**src/rtl/pio_arb_pkg.sv**
```systemverilog
// Shared definitions for the PIO write arbiter: FSM state encoding, bus and
// counter widths, and a pointer-width helper.
package pio_arb_pkg;

    typedef enum logic [1:0] {
        IDLE   = 2'd0,
        ACCESS = 2'd1,
        GUARD  = 2'd2
    } arb_state_t;

    localparam int GUARD_CNT_W = 8;
    localparam int PIO_BUS_W   = 32;
    localparam int GRANT_ID_W  = 3;

    // Bits needed to index 'value' requesters; never narrower than one bit.
    function automatic int clog2_min1(input int value);
        int width;
        width = 32'sd1;
        while ((32'sd1 << width) < value) begin
            width = width + 32'sd1;
        end
        return width;
    endfunction

endpackage

```
**src/rtl/rr_priority_pick.sv**
```systemverilog
// Combinational round-robin picker: scans the request vector starting at
// rr_ptr and returns the first asserted requester as one-hot and as index.
module rr_priority_pick #(
    parameter int NUM_REQ = 4,
    parameter int PTR_W   = 2
) (
    input  logic [NUM_REQ-1:0] req,
    input  logic [PTR_W-1:0]   rr_ptr,
    output logic [NUM_REQ-1:0] winner_onehot,
    output logic [PTR_W-1:0]   winner_idx,
    output logic               winner_valid
);

    logic [NUM_REQ-1:0] onehot_base_s;
    assign onehot_base_s = {{(NUM_REQ-1){1'b0}}, 1'b1};

    // Walk the requesters in rotated order and keep the first hit.
    always_comb begin
        int         offs;
        logic [PTR_W-1:0] cand;
        logic       hit;
        logic       found;
        logic [PTR_W-1:0] pick;
        offs  = 32'sd0;
        cand  = '0;
        hit   = 1'b0;
        found = 1'b0;
        pick  = '0;
        for (int k = 0; k < NUM_REQ; k++) begin
            offs  = int'(rr_ptr) + k;
            offs  = (offs >= NUM_REQ) ? (offs - NUM_REQ) : offs;
            cand  = offs[PTR_W-1:0];
            hit   = ~found & req[cand];
            pick  = hit ? cand : pick;
            found = found | hit;
        end
        winner_idx    = pick;
        winner_valid  = found;
        winner_onehot = found ? (onehot_base_s << pick) : '0;
    end

endmodule

```
**src/rtl/pio_write_arbiter.sv**
```systemverilog
// Round-robin arbiter sharing one Avalon-MM PIO slave port among NUM_REQ
// requesters. One single-cycle access per grant, optional guard interval.
// Bus outputs are registered, so address/data stay put between accesses.
module pio_write_arbiter
    import pio_arb_pkg::*;
#(
    parameter int NUM_REQ      = 4,
    parameter int DATA_W       = 27,
    parameter int ADDR_W       = 2,
    parameter int GUARD_CYCLES = 0
) (
    input  logic                        clk,
    input  logic                        reset,
    input  logic [NUM_REQ-1:0]          req,
    input  logic [NUM_REQ-1:0]          req_wr,
    input  logic [NUM_REQ*ADDR_W-1:0]   req_addr,
    input  logic [NUM_REQ*DATA_W-1:0]   req_wdata,
    output logic [NUM_REQ-1:0]          ack,
    output logic [DATA_W-1:0]           rdata,
    output logic                        busy,
    output logic [GRANT_ID_W-1:0]       grant_id,
    output logic [ADDR_W-1:0]           s_address,
    output logic                        s_chipselect,
    output logic                        s_write_n,
    output logic [PIO_BUS_W-1:0]        s_writedata,
    input  logic [PIO_BUS_W-1:0]        s_readdata
);

    localparam int PTR_W = clog2_min1(NUM_REQ);
    localparam logic [GUARD_CNT_W-1:0] GUARD_LOAD =
        (GUARD_CYCLES > 32'sd0) ? GUARD_CNT_W'(GUARD_CYCLES - 32'sd1) : '0;
    localparam logic [PTR_W-1:0] LAST_IDX = PTR_W'(NUM_REQ - 32'sd1);

    arb_state_t               state_r;
    arb_state_t               state_next_s;
    logic [PTR_W-1:0]         rr_ptr_r;
    logic [GUARD_CNT_W-1:0]   guard_cnt_r;
    logic [NUM_REQ-1:0]       grant_oh_r;
    logic                     wr_r;

    logic [NUM_REQ-1:0]       win_oh_s;
    logic [PTR_W-1:0]         win_idx_s;
    logic                     win_valid_s;
    logic                     grant_s;
    logic [ADDR_W-1:0]        sel_addr_s;
    logic [DATA_W-1:0]        sel_wdata_s;
    logic                     sel_wr_s;

    // Only the low DATA_W bits of the slave read bus carry payload.
    logic                     readdata_unused_s;
    assign readdata_unused_s = ^s_readdata;

    rr_priority_pick #(
        .NUM_REQ (NUM_REQ),
        .PTR_W   (PTR_W)
    ) u_pick (
        .req           (req),
        .rr_ptr        (rr_ptr_r),
        .winner_onehot (win_oh_s),
        .winner_idx    (win_idx_s),
        .winner_valid  (win_valid_s)
    );

    assign grant_s = (state_r == IDLE) && win_valid_s;

    // Route the winner's payload out of the packed request buses.
    always_comb begin
        sel_addr_s  = '0;
        sel_wdata_s = '0;
        sel_wr_s    = 1'b0;
        for (int i = 0; i < NUM_REQ; i++) begin
            sel_addr_s  = sel_addr_s  | (req_addr[i*ADDR_W +: ADDR_W]  & {ADDR_W{win_oh_s[i]}});
            sel_wdata_s = sel_wdata_s | (req_wdata[i*DATA_W +: DATA_W] & {DATA_W{win_oh_s[i]}});
            sel_wr_s    = sel_wr_s    | (req_wr[i] & win_oh_s[i]);
        end
    end

    // Next-state logic for the IDLE -> ACCESS -> (GUARD) -> IDLE sequence.
    always_comb begin
        state_next_s = state_r;
        case (state_r)
            IDLE: begin
                if (win_valid_s) begin
                    state_next_s = ACCESS;
                end else begin
                    state_next_s = IDLE;
                end
            end
            ACCESS: begin
                if (GUARD_CYCLES > 32'sd0) begin
                    state_next_s = GUARD;
                end else begin
                    state_next_s = IDLE;
                end
            end
            GUARD: begin
                if (guard_cnt_r == '0) begin
                    state_next_s = IDLE;
                end else begin
                    state_next_s = GUARD;
                end
            end
            default: begin
                state_next_s = IDLE;
            end
        endcase
    end

    // State register.
    always_ff @(posedge clk or posedge reset) begin
        if (reset) begin
            state_r <= IDLE;
        end else begin
            state_r <= state_next_s;
        end
    end

    // Latch the winner at grant and advance the round-robin pointer past it.
    always_ff @(posedge clk or posedge reset) begin
        if (reset) begin
            rr_ptr_r   <= '0;
            grant_id   <= '0;
            grant_oh_r <= '0;
            wr_r       <= 1'b0;
        end else if (grant_s) begin
            rr_ptr_r   <= (win_idx_s == LAST_IDX) ? '0 : (win_idx_s + PTR_W'(32'd1));
            grant_id   <= GRANT_ID_W'(win_idx_s);
            grant_oh_r <= win_oh_s;
            wr_r       <= sel_wr_s;
        end
    end

    // Slave bus: strobes live only in ACCESS, address/data hold between accesses.
    always_ff @(posedge clk or posedge reset) begin
        if (reset) begin
            s_address    <= '0;
            s_chipselect <= 1'b0;
            s_write_n    <= 1'b1;
            s_writedata  <= '0;
        end else if (grant_s) begin
            s_address    <= sel_addr_s;
            s_chipselect <= 1'b1;
            s_write_n    <= ~sel_wr_s;
            if (sel_wr_s) begin
                s_writedata <= PIO_BUS_W'(sel_wdata_s);
            end
        end else begin
            s_chipselect <= 1'b0;
            s_write_n    <= 1'b1;
        end
    end

    // Completion: ack pulse after ACCESS, read data captured at the same edge.
    always_ff @(posedge clk or posedge reset) begin
        if (reset) begin
            ack   <= '0;
            rdata <= '0;
        end else if (state_r == ACCESS) begin
            ack <= grant_oh_r;
            if (!wr_r) begin
                rdata <= s_readdata[DATA_W-1:0];
            end
        end else begin
            ack <= '0;
        end
    end

    // Guard interval down-counter, loaded as ACCESS completes.
    always_ff @(posedge clk or posedge reset) begin
        if (reset) begin
            guard_cnt_r <= '0;
        end else if (state_r == ACCESS) begin
            guard_cnt_r <= GUARD_LOAD;
        end else if ((state_r == GUARD) && (guard_cnt_r != '0)) begin
            guard_cnt_r <= guard_cnt_r - GUARD_CNT_W'(32'd1);
        end
    end

    // Busy flag follows the state the FSM is entering.
    always_ff @(posedge clk or posedge reset) begin
        if (reset) begin
            busy <= 1'b0;
        end else begin
            busy <= (state_next_s != IDLE);
        end
    end

endmodule

```
**config.mk**
```make
export PLATFORM = sky130hd
export DESIGN_NAME = pio_write_arbiter
export DESIGN_NICKNAME = d
export VERILOG_FILES = /design/src/rtl/pio_arb_pkg.sv /design/src/rtl/rr_priority_pick.sv /design/src/rtl/pio_write_arbiter.sv
export SDC_FILE = /design/constraint.sdc
export NUM_CORES = 1
export LEC_CHECK = 0
export ABC_AREA = 1
export CAP_MARGIN = 25
export CORE_MARGIN = 2
export CORE_UTILIZATION = 40
export CTS_CLUSTER_DIAMETER = 200
export DETAILED_ROUTE_END_ITERATION = 6
export DONT_BUFFER_PORTS = 1
export HOLD_SLACK_MARGIN = 0.12
export SLEW_MARGIN = 20
export SYNTH_ARGS = -nofsm -noshare
export SYNTH_HDL_FRONTEND = slang
export SYNTH_HIERARCHICAL = 1
export SYNTH_SLANG_ARGS = --single-unit
export TNS_END_PERCENT = 5
```
**constraint.sdc**
```tcl
create_clock -name clk -period 3.8 [get_ports clk]
set_clock_uncertainty 0.2 [all_clocks]
set_input_delay 0.76 -clock clk [delete_from_list [all_inputs] [get_ports clk]]
set_output_delay 0.76 -clock clk [all_outputs]
set_load 0.01 [all_outputs]
```
Yosys cells after proc, flatten, opt, wreduce, memory -nomap -nowiden
Index checks and enable logic that the tools add are counted.
Widths: inputs -> output; s select.
Storage, ports and cells
  bits in registers: 82
  latch bits: 0
  RAM bits: 0
  ROM bits: 0
  output and inout bits: 71
  memories: 0
Cells by class
  add/sub/neg operators: 9
  multipliers: 0
  div/mod/pow operators: 0
  $lt $le $gt $ge: 8
  equality and inequality tests: 3
  shift operators: 1
  mux-type cells: 26
  bitwise logic cells: 32
  reduce and logical (&&, ||, !) cells: 9
Operators with widths (number)
  $and 27x27->27: 4
  $or 27x27->27: 3
  $mux 2: 10
  $mux 8: 2
  $lt 2x3->1 const B: 4
  $ge 3x3->1 const B: 3
  $and 2x2->2: 4
  $bmux 1 s2: 4
  $logic_not 8->1: 1
  $mux 4: 2
  $reduce_bool 8->1: 1
  $sub 2x1->2 const B: 4
  $sub 8x1->8 const B: 1
  $and 1x1->1: 7
  $mux 1: 7
  $add 2x2->3 const B: 2
  $or 1x1->1: 6
  $or 2x2->2: 3
  $not 1->1: 5
  $eq 2x2->1 const B: 2
  $pmux 2 s2: 1
  $reduce_and 2->1: 2
  $reduce_bool 2->1: 2
  $shl 1x2->4 const A: 1
  6 further kinds: 7

Logic depth before layout (Yosys ltp)
Gate-level depths: netlist of the first run.
  depth after elaboration: 21
  depth in mapped cells: 19
  gate-level depth less buffers: 16

By module
Netlist of the first run, hierarchy kept.
By module, submodules not included
  pio_write_arbiter: times used 1, cells each 512, area each 4047.6 sq um, seq. area each 2028.2 sq um
  rr_priority_pick: times used 1, cells each 70, area each 386.6 sq um, seq. area each 0.0 sq um

Least setup slack after synthesis of the first run
Ideal clock, no wire load.
  path kind: input -> register
  start point: input req[3]
  end point: register s_writedata[10]
  data arrival time: 2.092 ns
  required time: 3.479 ns
  slack: 1.387 ns
  stages on the path: 17
  path buffers: 2
  cell sequence: inv_1 > nand2_1 > nand3_2 > nand2_2 > inv_2 > nand3_2 > nand2_1 > inv_2 > nand2_2 > nor2_1 > nand2_1 > nand4_1 > nand2_2 > buf_6 > buf_6 > nand2_1 > o21ai_2
On the way
  cells in the longest elaborated chain, start to end: 18
  elaborated cells between the ends (all ways): 39
  classes of those cells: shift: 1; mux: 13; bitwise: 23; reduce/logical: 2
Ends and longest elaborated chain
  from (decl): RTL line pio_write_arbiter.sv:14  | input logic [NUM_REQ-1:0] req,
  $bmux 1 s2: RTL line rr_priority_pick.sv:33  | hit = ~found & req[cand];
  $mux 1 (not written as such): RTL line rr_priority_pick.sv:33
  $not 1->1: RTL line rr_priority_pick.sv:33
  $and 1x1->1: RTL line rr_priority_pick.sv:33
  $or 1x1->1: RTL line rr_priority_pick.sv:35  | found = found | hit;
  $not 1->1: RTL line rr_priority_pick.sv:33
  $and 1x1->1: RTL line rr_priority_pick.sv:33
  $or 1x1->1: RTL line rr_priority_pick.sv:35
  [... 2 more ...]
  $mux 2 *: RTL line rr_priority_pick.sv:34  | pick = hit ? cand : pick;
  net win_idx_s[1]: RTL line pio_write_arbiter.sv:42  | logic [PTR_W-1:0] win_idx_s;
  $shl 1x2->4 *: RTL line rr_priority_pick.sv:39  | winner_onehot = found ? (onehot_base_s << pick) : '0;
  $mux 4 *: RTL line rr_priority_pick.sv:39
  net win_oh_s[1]: RTL line pio_write_arbiter.sv:41  | logic [NUM_REQ-1:0] win_oh_s;
  $and 1x1->1: RTL line pio_write_arbiter.sv:74  | sel_wr_s = sel_wr_s | (req_wr[i] & win_oh_s[i]);
  $or 1x1->1 (3 in a row): RTL line pio_write_arbiter.sv:74
  $reduce_and 2->1 (no line)
  to (signal assigned): RTL line pio_write_arbiter.sv:145  | s_writedata <= PIO_BUS_W'(sel_wdata_s);
  to (decl): RTL line pio_write_arbiter.sv:25  | output logic [PIO_BUS_W-1:0] s_writedata,
The timed path passes the listed nets; every way through them passes the cells marked *. The select of a mux whose other input is x is not followed.
A chain may end at the register's enable or synchronous reset.

Final worst setup path of the first run
  start point: register rr_ptr_r[0]
  end point: register wr_r
On the way
  elaborated cells between the ends (all ways): 46
  classes of those cells: add/sub: 7; order compare: 4; shift: 1; mux: 17; bitwise: 16; reduce/logical: 1
RTL lines
  from (decl): RTL line pio_write_arbiter.sv:36  | logic [PTR_W-1:0] rr_ptr_r;
  from (signal assigned): RTL line pio_write_arbiter.sv:126  | rr_ptr_r <= (win_idx_s == LAST_IDX) ? '0 : (win_idx_s + PTR_W'(32'd1));
  $add 2x1->3 (tied with other cells): RTL line rr_priority_pick.sv:30  | offs = int'(rr_ptr) + k;
  $ge 3x3->1 (tied with other cells): RTL line rr_priority_pick.sv:31  | offs = (offs >= NUM_REQ) ? (offs - NUM_REQ) : offs;
  $mux 2 or $bmux 1 s2 (tied branches): RTL line rr_priority_pick.sv:31, rr_priority_pick.sv:33
  $bmux 1 s2 or $mux 1 (tied branches): RTL line rr_priority_pick.sv:33
  $mux 1 (not written as such) or $not 1->1 (tied branches): RTL line rr_priority_pick.sv:33
  $and 1x1->1: RTL line rr_priority_pick.sv:33
  $or 1x1->1: RTL line rr_priority_pick.sv:35
  $not 1->1: RTL line rr_priority_pick.sv:33
  [... 2 more ...]
  $not 1->1: RTL line rr_priority_pick.sv:33
  $and 1x1->1: RTL line rr_priority_pick.sv:33
  $or 1x1->1 *: RTL line rr_priority_pick.sv:35
  net win_valid_s: RTL line pio_write_arbiter.sv:43  | logic win_valid_s;
  $mux 4 *: RTL line rr_priority_pick.sv:39
  net win_oh_s[2]: RTL line pio_write_arbiter.sv:41
  $and 1x1->1 *: RTL line pio_write_arbiter.sv:74
  $or 1x1->1 * (2 in a row): RTL line pio_write_arbiter.sv:74
  to (signal assigned): RTL line pio_write_arbiter.sv:129  | wr_r <= sel_wr_s;
  to (decl): RTL line pio_write_arbiter.sv:39  | logic wr_r;
Marks and branches as above.

==> metrics, run 1 <==
largest net degree at the start of global routing=55; DIE WIDTH=around 110 um; post-route clock period utilization=75.0%; GRT Total Usage=19.0%; Yosys cell types=28; setup_tns=0 ns; most used flip-flop cell after synthesis=dfrtp_1; Tmin final=2.85 ns; GP Congestion=roughly 0.83; placed insts=699; Fmax=351 MHz; Critical Path RT=3.81 ns; drt wl/cell=16.3 um; WL final=between 10000 and 15000 um; list of most frequent post-synthesis cells=nand2_1 (240), dfrtp_1 (80), nand3_1 (71), a21oi_1 (29), inv_1 (26); Buffers & Inverters on Critical Path=4; port bufs=0; CP startpoint kind=register; cell family with most CP delay=simple AND/OR/NAND/NOR gates; Synth Cell Area=~4400 um^2; DP HPWL=8420 um; actual slew at the worst max-slew pin=0.875 ns; starting density of the core=just over 40%; Area contributors post-synth=dfrtp_1 (45%), nand2_1 (20%), nand3_1 (8.0%); die extent in y=109 um; CP max stage delay=0.66 ns; row cnt=38; n_diodes=0; layout cells sized above 1=14.8%; post-CTS setup buffer count=0; vias in the first global route=3392; CP Capture Type=register; DIE AREA=11900 um^2; Post-synth EDFFs=0; first-pass GRT wire length=~17000 um; H-tree Lvls=3; initial antenna violation count=0; max cap viols=0; Syn. warnings=6; most common cell in the synthesized netlist=nand2_1; pwr dens=1110 nW/um^2; worst r2r src=rr_ptr_r[0]$_DFFE_PP0P_; Peak supply drop=roughly 0.00080 V; Final setup viols=0; CP Data Arrival Time=approximately 2.9 ns; Post-Route Utilization=a little over two fifths; Max transition margin=41.5%; cells after synthesis=roughly 580; final slew viol count=0; register area share after synthesis=45.7%; FILL cells=1125; post-synth top area share=45.1%; grt ovf=0; area grow syn2layout=5.11%; status=finished, final reports clean; DR vias/cell=5.23; IO Pins=229; Resized Gates After CTS=0; CTS Buffer Depth=2; CTS tree=done; unrepaired setup endpoints after global routing=false; flop2flop setup slack=0.95 ns; worst hold path type=in2async; Final Hold Viols=0; area leader, netlist=dfrtp_1; Worst-Skew Late Latency=0.36 ns; CTS Sinks=81; Worst-path clk slew=about 0.09 ns; critical path class=reg2reg; Finished Layout Cells=715; CP max stage cell=dfrtp_1; Final #Nets=about 730; Worst Reg2Reg Path Length in Cells=14; DR DRC count=0; Starting DRT DRC Count=245; CTS root buffer=clkbuf_8; Core ar.=~11000 um^2; critical path fanouts, max=54; Yosys reg bits=81; DR vias=3742; ANT nets after route=0; Leak Pwr=2.34 nW; mean post-synth cell area=7.62 um^2; DR pass1 iterations=7; CTS buffer count=9; reg2reg end=wr_r$_DFFE_PP0P_; # hold bufs at CTS=0; Post-synth ARST share=100%; Critical Path, Cell by Cell=inv_8 -> nand2_2 -> nand2_4 -> o21ai_2 -> inv_1 -> nand3_2 -> nand3_2 -> nand2_1 -> inv_1 -> nand2_1 -> nand4_1 -> nand2_2 -> buf_4 -> o21ai_0
kinds of logic after synthesis:
logic type | Yosys count | synth area share (%)
simple gates | 360 | 35.4
flops | 81 | 45.7
compound gates | 69 | 9.90
buf+inv | 68 | 8.07
fa+ha+maj | 3 | 0.847
other cells | 1 | 0.0846
worst reg2reg max path: stages (launching register included):
cell and delay (ns):
dfrtp_1 0.66, inv_8 0.09, nand2_2 0.10, nand2_4 0.07, o21ai_2 0.18, inv_1 0.07
nand3_2 0.12, nand3_2 0.14, nand2_1 0.08, inv_1 0.05, nand2_1 0.05, nand4_1 0.11
nand2_2 0.09, buf_4 0.50, o21ai_0 0.22
sequential cells by signal, indices dropped and copies added, names as in the netlist, 2 cells and up:
name / count
s_writedata: 27
rr_ptr_r: 2
state_r: 2
grant_oh_r: 4
rdata: 27
grant_id: 2
guard_cnt_r: 8
ack: 4
s_address: 2
worst max path at each step:
stage | from | end | slack, ns | depth (start not counted)
floorplan | reset | ack[0]$_DFF_PP0_ | 0.76 | 1
global placement | req[2] | wr_r$_DFFE_PP0P_ | 0.93 | 15
detailed placement | req[3] | wr_r$_DFFE_PP0P_ | 0.87 | 14
CTS | rr_ptr_r[0]$_DFFE_PP0P_ | wr_r$_DFFE_PP0P_ | 0.94 | 14
global route | rr_ptr_r[0]$_DFFE_PP0P_ | wr_r$_DFFE_PP0P_ | 0.69 | 14
finish | rr_ptr_r[0]$_DFFE_PP0P_ | wr_r$_DFFE_PP0P_ | 0.95 | 14
metrics by stage:
step	instance area [um^2]	power, mW	setup WS (ns)	hold slack [ns]
after floorplan	4450	4.08	0.762	0.257
after global placement	4480	4.50	0.935	0.286
after detailed placement	4480	4.60	0.871	0.284
after CTS	4660	5.23	0.942	0.187
after global routing	4660	5.69	0.693	0.208
final	4660	5.17	0.951	0.172
placed cells by master (no fill, tap or decap), types with 5 or more instances in the layout:
cell / instances
inv_2: 6
nor2_1: 14
dfrtp_1: 80
nand3_1: 71
conb_1: 6
clkbuf_8: 10
nand2_2: 15
inv_1: 25
nand3_2: 6
a21oi_1: 29
o21ai_2: 20
nor2_2: 5
buf_4: 6
nand2_1: 240
o21ai_0: 12
where the power goes:
group	internal, mW	switching (mW)
Combinational	0.912	1.98
Clock	0.264	0.347
Sequential	1.24	0.418
Total	2.42	2.75
area by class of cell:
| class | count | area (um^2) | area share [%] |
|---|---|---|---|
| clock buffer | 10 | 138 | 2.95 |
| clock inverter | 6 | 47.5 | 1.02 |
| inverter | 33 | 133 | 2.85 |
| multi-input combinational | 438 | 2070 | 44.5 |
| sequential | 81 | 2030 | 43.5 |
| tap | 140 | 175 | 3.76 |
| timing repair buffer | 7 | 65.1 | 1.40 |
metal layers:
layer | share of wire (%) | vias up | global-route usage (%) | routed length [um]
met5 | 0 | - | 0 | 0
met4 | 1.0 | 0 | 5.61 | 118
met3 | 7.4 | 9 | 5.33 | 867
met2 | 51 | 171 | 32.7 | 6000
met1 | 40 | 1736 | 23.2 | 4700
li1 | - | 1826 | - | -
(Power assumes the default switching activity.)
==> run 2, diff against run 1 <==
==> constraint.sdc (replaced) <==
create_clock -name clk -period 2.8 [get_ports clk]
set_clock_uncertainty 0.2 [all_clocks]
set_input_delay 0.56 -clock clk [delete_from_list [all_inputs] [get_ports clk]]
set_output_delay 0.56 -clock clk [all_outputs]
set_load 0.01 [all_outputs]
==> run 2 against run 1 <==
Critical path depth down 1. Total power up 40%. Clock power up 55%. Critical endpoint is now s_writedata[4]$_DFFE_PP0P_. Core utilization up 0.81 points. Sequential power up 36%. Sequential share of layout area down 0.78 points. Largest power group unchanged.
==> metrics, run 2 (same netlist as run 1, synthesis figures left out) <==
status=finished, final reports clean; IO Pins=about 230; Peak supply drop=0.000834 V; pwr dens=1520 nW/um^2; DP HPWL=8790 um; post-route clock period utilization=between 80% and 90%; setup_tns=0 ns; worst hold path type=in2reg; CP max stage cell=dfrtp_2; Final Hold Viols=0; Max transition margin=37.7%; row cnt=38; actual slew at the worst max-slew pin=0.933 ns; Final #Nets=about 740; Critical Path RT=2.87 ns; DIE AREA=roughly 12000 um^2; biggest regs=rdata x27, s_writedata x27, guard_cnt_r x8; DR vias=around 3700; DR pass1 iterations=4; die extent in y=109 um; met2 WL=between 6000 and 7000 um; critical path fanouts, max=30; Starting DRT DRC Count=180; unrepaired setup endpoints after global routing=false; max cap viols=0; highest metal used=met4; GP Congestion=between 0.8 and 0.9; initial antenna violation count=0; largest net degree at the start of global routing=56; CTS tree=done; Worst-path clk slew=0.09 ns; area grow syn2layout=7.08%; CTS buffer count=9; Setup WS post-layout=slightly below 0.3 ns; Core ar.=10800 um^2; Tmin final=between 2 and 3 ns; Final Instance Area=roughly 4700 um^2; critical path class=reg2reg; CTS root buffer=clkbuf_8; GRT Total Usage=between 10% and 20%; Final setup viols=0; WL final=11800 um; Worst-Skew Late Latency=0.35 ns; storage element area=2030 um^2; Leak Pwr=2.38 nW; H-tree Lvls=3; ANT nets after route=0; n_diodes=0; CTS Sinks=81; most frequent cells in the layout=nand2_1 (240), dfrtp_1 (79), nand3_1 (71); Met1 Wirelength=4670 um; layout cells sized above 1=between 10% and 20%; vias in the first global route=3426; starting density of the core=40.9%; CP Data Arrival Time=2.58 ns; placed cell areas=4520 um^2; leading cell type in the layout, fill and taps excluded=nand2_1; Critical Path, Cell by Cell=nand2_1 -> nand3_1 -> o21ai_2 -> inv_1 -> nand4_1 -> nand2_2 -> inv_2 -> nor2_2 -> buf_4 -> nand2_1 -> nand3_1 -> a21oi_1 -> o21ai_2; area of the multi-input gates=2070 um^2; CTS Buffer Depth=2; first-pass GRT wire length=roughly 17000 um; met3 wire len=1020 um; CP startpoint kind=register; final slew viol count=0; CP max stage delay=around 0.55 ns; DR vias/cell=5.19; Hold WS=0.154 ns; grt ovf=0; DIE WIDTH=approximately 110 um; Fmax=399 MHz; FILL cells=roughly 1100; port bufs=0; DR DRC count=0; drt wl/cell=16.4 um; CP Capture Type=register; worst slack at placement=0.126 ns
[run 2: timing repair]
item / 4_1_cts / 5_1_grt
hold buffers: 1 / 0
setup endpoints to repair: 0 / 26
hold endpoints to repair: 27 / 0
gates resized for setup: 0 / 1
buffers inserted: 0 / 0
[run 2: final timing paths]
path                                                  from  cells after the start                         end  slack, ns
min in group asynchronous                            reset                      2  guard_cnt_r[3]$_DFFE_PP0P_       0.59
max in group asynchronous                            reset                      3     grant_id[0]$_DFFE_PP0P_       1.09
worst max register to register     rr_ptr_r[0]$_DFFE_PP0P_                     13  s_writedata[4]$_DFFE_PP0P_       0.29
worst max-delay path               rr_ptr_r[0]$_DFFE_PP0P_                     13  s_writedata[4]$_DFFE_PP0P_       0.29
worst min register to register  guard_cnt_r[0]$_DFFE_PP0P_                      2  guard_cnt_r[0]$_DFFE_PP0P_       0.30
worst min-delay path                        s_readdata[15]                      2       rdata[15]$_DFFE_PP0P_       0.15
[run 2: routing by layer]
metal,up-vias,GRT usage [%]
met5,-,0
met1,1743,22.3
met2,161,34.5
li1,1830,-
met3,4,5.51
met4,0,4.34
[run 2: through the flow]
step / utilization, % / instances / power, mW
after CTS: 43.8 / 720 / 7.32
after global routing: 43.8 / 720 / 7.91
after detailed placement: 41.7 / 703 / 6.36
after floorplan: - / 587 / 5.53
final: 43.8 / 720 / 7.21
after global placement: 41.7 / 703 / 6.21
[run 2: power by group]
part | internal [mW] | switching, mW | total [mW]
Clock | 0.503 | 0.441 | 0.944
Sequential | 1.69 | 0.578 | 2.26
Combinational | 1.32 | 2.68 | 4.01
[run 2: layout make-up]
| type | instances | area share (%) |
|---|---|---|
| clock buffer | 9 | 2.61 |
| clock inverter | 7 | 1.95 |
| inverter | 33 | 2.85 |
| multi-input combinational | 438 | 43.7 |
| sequential | 81 | 42.7 |
| tap | 140 | 3.69 |
| timing repair buffer | 12 | 2.48 |
[run 2: worst max-delay path, delay by kind of cell, from the launching register on]
| kind | cells | cell delay [ns] |
|---|---|---|
| DFF | 1 | 0.55 |
| buffers and inverters | 3 | 0.47 |
| AOI/OAI and AO/OA | 3 | 0.30 |
| and+or+nand+nor | 7 | 0.90 |
==> RTL change 1, RTL diff (config.mk and constraints of run 2) <==
The 3 states of `arb_state_t` get a one-hot encoding in 3 bits.
--- a/src/rtl/pio_arb_pkg.sv
+++ b/src/rtl/pio_arb_pkg.sv
@@ -4,6 +4,6 @@
 
-    typedef enum logic [1:0] {
-        IDLE   = 2'd0,
-        ACCESS = 2'd1,
-        GUARD  = 2'd2
+    typedef enum logic [2:0] {
+        IDLE   = 3'b001,
+        ACCESS = 3'b010,
+        GUARD  = 3'b100
     } arb_state_t;
Behaviour: no difference found for any inputs over 10 cycles, from zero or initial values and one cycle with reset high; not proved beyond that.
==> RTL change 1 against run 2 <==
  * Cell area grew 1.9%
  * Sequential cell count grew 2
  * Routed wire length shrank 4.5%
  * Global-route usage shrank 0.86 points
  * Maximum frequency shrank 3.6%
  * Area after synthesis grew 1.4%
  * Setup slack lost 0.095 ns
  * First-iteration DRC count grew 26%
  * Power shrank 8.1%
  * Largest cell class is now flip-flops and latches
==> RTL change 1: results (changes against run 2) <==
sh_seq_area: 0.4298  # was 0.4274
met1_usage: 0.2121  # was 0.2226
clock_area_frac: 0.04474  # was 0.04559
async_reset_ff_frac: 1.000  # unchanged
dpl_cell_area_um2: 4612  # was 4521 um^2
grt_start_max_net_pins: 43  # was 56
r2r_end: "s_writedata[22]"  # was s_writedata[4]
top_layer: "met4"  # unchanged
drive_gt1_frac: 0.1532  # was 0.1552
hold_depth: 2  # unchanged
nonClkBufAreaFrac: 0.03362  # was 0.02477
use_met3: 0.05115  # was 0.05513
wl_met3_um: 1001  # was 1018 um
synth_commonest_cells: "nand2_1 (241), dfrtp_1 (81), nand3_1 (64)"  # was nand2_1 (240), dfrtp_1 (80), nand3_1 (71)
final-instance-count-excl-fill: 721  # was 720
drtIter0Drc: 227  # was 180
largest_cell_class: "flip-flops and latches"  # was multi-input gates
p_per_area_nw_per_um2: 1369  # was 1519 nW/um^2
power.leakage_nw: 2.421  # was 2.382 nW
drt-met1-wl_um: 4454  # was 4666 um
cp.arrival_ns: 2.68  # was 2.58 ns
dp_hpwl_um: 8505  # was 8789 um
n_fill_cell: 1096  # was 1116
multi_input_area_um2: 2056  # was 2074 um^2
tightest_slew_ns: 0.6821  # was 0.9326 ns
grt_pass1_vias: 3406  # was 3426
wl_met2_um: 5562  # was 6026 um
hold_path.class: "in -> reg"  # unchanged
timing.hold.ws_ns: 0.1490  # was 0.1544 ns
dp_cells: 704  # was 703
min_to: "rdata[0]"  # was rdata[15]
r2r_slack_ns: 0.20  # was 0.29 ns
seq_cells: 83  # was 81
grt_pass1_wl_um: 16730  # was 17330 um
syn_inst: 583  # was 582
ys.flop_type: "dfrtp_1"  # unchanged
clockBufferDepth: 2  # unchanged
grtUsageMet2: 0.3212  # was 0.3447
clock_buffers: 10  # was 9
globalplace.congestion: 0.8302  # was 0.8763
inverters_excl_clock: 36  # was 33
cts.clk_slew.worst_paths_ns: 0.09  # about the same
cp-start-kind: "flip-flop"  # unchanged
synth.distinct_cells: 30  # was 28
comb_power_w: 0.00345  # was 0.00401 W
dieWidth_um: 110  # was 109.3 um
synth_seq_area_share: 0.4627  # was 0.4574
via_per_inst: 5.173  # was 5.192
ir_worst_vdd_mv: 0.9333  # was 0.8338 mV
seqPwrFrac: 0.336  # was 0.314
status: "completed"  # unchanged
drt-total-wl_um: 11250  # was 11780 um
nMultiInputCombCells: 433  # was 438
power-top-group: "combinational cells"  # unchanged
nets: 737  # was 736
holdCritStartpoint: "s_readdata[0]"  # was s_readdata[15]
RTL change 1: worst max-delay path, stage by stage, from the launching register on:
cell and delay (ns):
dfrtp_1 0.63, nand2_1 0.15, nand3_1 0.16, o21ai_2 0.09, inv_1 0.09, nand4_1 0.11, nand2_2 0.16, inv_2 0.05
nor2_2 0.09, buf_4 0.33, nand2_1 0.12, nand3_1 0.11, a21oi_1 0.04, o21ai_0 0.17
RTL change 1: worst max-delay path by stage:
stage                            to  slack (ns)  depth (start not counted)
floorplan           s_writedata[10]        0.58                         15
global placement               wr_r        0.29                         14
global route        s_writedata[26]      0.0005                         13
detailed placement  s_writedata[22]        0.21                         13
finish              s_writedata[22]        0.20                         13
CTS                 s_writedata[22]        0.18                         13
RTL change 1: cells by family after synthesis:
family          share of synthesized area
xor+xnor                         0.003898
simple gates                       0.3466
flops                              0.4627
buf+inv                           0.08519
fa+ha+maj                        0.008353
compound gates                    0.09243
other cells                     0.0008344
==> RTL change 2, RTL diff (flow settings as in run 2) <==
Without the edit above. Change the parameter `DATA_W` from 27 to 19.
--- a/src/rtl/pio_write_arbiter.sv
+++ b/src/rtl/pio_write_arbiter.sv
@@ -7,3 +7,3 @@
     parameter int NUM_REQ      = 4,
-    parameter int DATA_W       = 27,
+    parameter int DATA_W       = 19,
     parameter int ADDR_W       = 2,
Interface: changed (resized rdata and req_wdata); port bits go from 229 to 189. No check against the original RTL was run, so the function may have changed too.
==> RTL change 2 against run 2 <==
  * Sequential cell count is 16 lower
  * Cell area decreased by 15%
  * Sequential power is 23% lower
  * Cell count decreased by 17%
  * Power down 16%
  * Setup slack worse by 0.065 ns
  * Area after synthesis decreased by 16%
  * Routed wire length is 25% lower
  * Combinational power down 15%
  * Critical path type unchanged
  * Utilization increased by 0.094 points
==> RTL change 2: results (changes against run 2) <==
max-slew-margin-rel: 0.5750  # was 0.3767
crit_fanout: 25  # was 30
largestRegisters: "rdata x19, s_writedata x19, guard_cnt_r x8"  # was rdata x27, s_writedata x27, guard_cnt_r x8
power.leakage_nw: 2.041  # was 2.382 nW
antenna_found_initial: 0  # unchanged
slowest_delay_ns: 0.63  # was 0.55 ns
holdCritStartpoint: "s_readdata[1]"  # was s_readdata[15]
clockBufferDepth: 2  # unchanged
synth_seq_area_share: 0.4373  # was 0.4574
globalplace.congestion: 0.7995  # was 0.8763
synth_compound_area_frac: 0.1015  # was 0.09904
min_to: "rdata[1]"  # was rdata[15]
cpLargestDelayFamily: "simple AND/OR/NAND/NOR gates"  # unchanged
final.period_utilization: 0.9186  # was 0.8952
wl_per_cell_um: 14.70  # was 16.37 um
grt_start_max_net_pins: 47  # was 56
dp_hpwl_um: 6609  # was 8789 um
ir_worst_vdd_mv: 0.7319  # was 0.8338 mV
final-instance-count-excl-fill: 599  # was 720
cp-endpoint: "s_writedata[14]"  # was s_writedata[4]
synth_area_per_cell_um2: 7.739  # was 7.619 um^2
r2r_slack_ns: 0.23  # was 0.29 ns
num_vias: 3136  # was 3738
hold_path.class: "in -> reg"  # unchanged
use_met3: 0.05895  # was 0.05513
ctsResizeCount: 0  # unchanged
regArea_um2: 1628  # was 2029 um^2
cp.arrival_ns: 2.61  # was 2.58 ns
drive_gt1_frac: 0.1906  # was 0.1552
dp_cells: 582  # was 703
synth_warnings: 6  # unchanged
n_fill_cell: 892  # was 1116
netlist.area_leader.share: 0.4303  # was 0.4515
synth_fa_ha_area_frac: 0.01008  # was 0.008465
firstDrtPassIters: 5  # was 4
reg2regPathDepth: 16  # was 13
timing.hold.ws_ns: 0.1424  # was 0.1544 ns
dpl_cell_area_um2: 3784  # was 4521 um^2
met1_usage: 0.2152  # was 0.2226
drtIter0Drc: 122  # was 180
grtUsageMet2: 0.2752  # was 0.3447
synth_mux_area_frac: 0  # unchanged
synthTopCellsByArea: "dfrtp_1 (43%), nand2_1 (19%), nand3_1 (7.0%), o21ai_2 (4.9%), buf_4 (3.4%)"  # was dfrtp_1 (45%), nand2_1 (20%), nand3_1 (8.0%), o21ai_2 (4.0%), a21oi_1 (3.3%)
hold_depth: 2  # unchanged
grt_pass1_wl_um: 13340  # was 17330 um
htreeDepth: 3  # unchanged
synth-xor-area-share: 0.002353  # was 0
synth.distinct_cells: 29  # was 28
slowest_stage: "dfrtp_1"  # was dfrtp_2
grt_pass1_vias: 2719  # was 3426
nets: 612  # was 736
status: "completed"  # unchanged
synth_commonest_cells: "nand2_1 (185), dfrtp_1 (64), nand3_1 (52)"  # was nand2_1 (240), dfrtp_1 (80), nand3_1 (71)
preCtsSetupSlack_ns: 0.2476  # was 0.1264 ns
grt_use_total: 0.1709  # was 0.1904
## RTL change 2: cell type report
class | instances | share of cell area
Multi-Input combinational cell | 362 | 0.4422
Clock inverter | 7 | 0.02491
Inverter | 33 | 0.03301
Tap cell | 111 | 0.03457
Clock buffer | 9 | 0.03083
Timing Repair Buffer | 12 | 0.02927
Sequential cell | 65 | 0.4052
## RTL change 2: layer usage
layer / share of wire / vias to the layer above / wire [um]
li1: - / 1509 / -
met1: 0.42 / 1447 / 3676
met2: 0.47 / 166 / 4111
met3: 0.10 / 14 / 903
met4: 0.013 / 0 / 116
met5: 0 / - / 0
## RTL change 2: power by group
group,leakage [nW],internal [W],switching [W]
Sequential,0.826,0.00134,0.000417
Combinational,1.10,0.00116,0.00224
Clock,0.114,0.000509,0.000400
## RTL change 2: kinds of logic after synthesis
family | count (synthesis)
other | 1
AND/OR/NAND/NOR | 289
buffers and inverters | 67
XOR/XNOR | 1
AO/OA/AOI/OAI | 55
adder cells (fa/ha/maj) | 3
flip-flops | 65
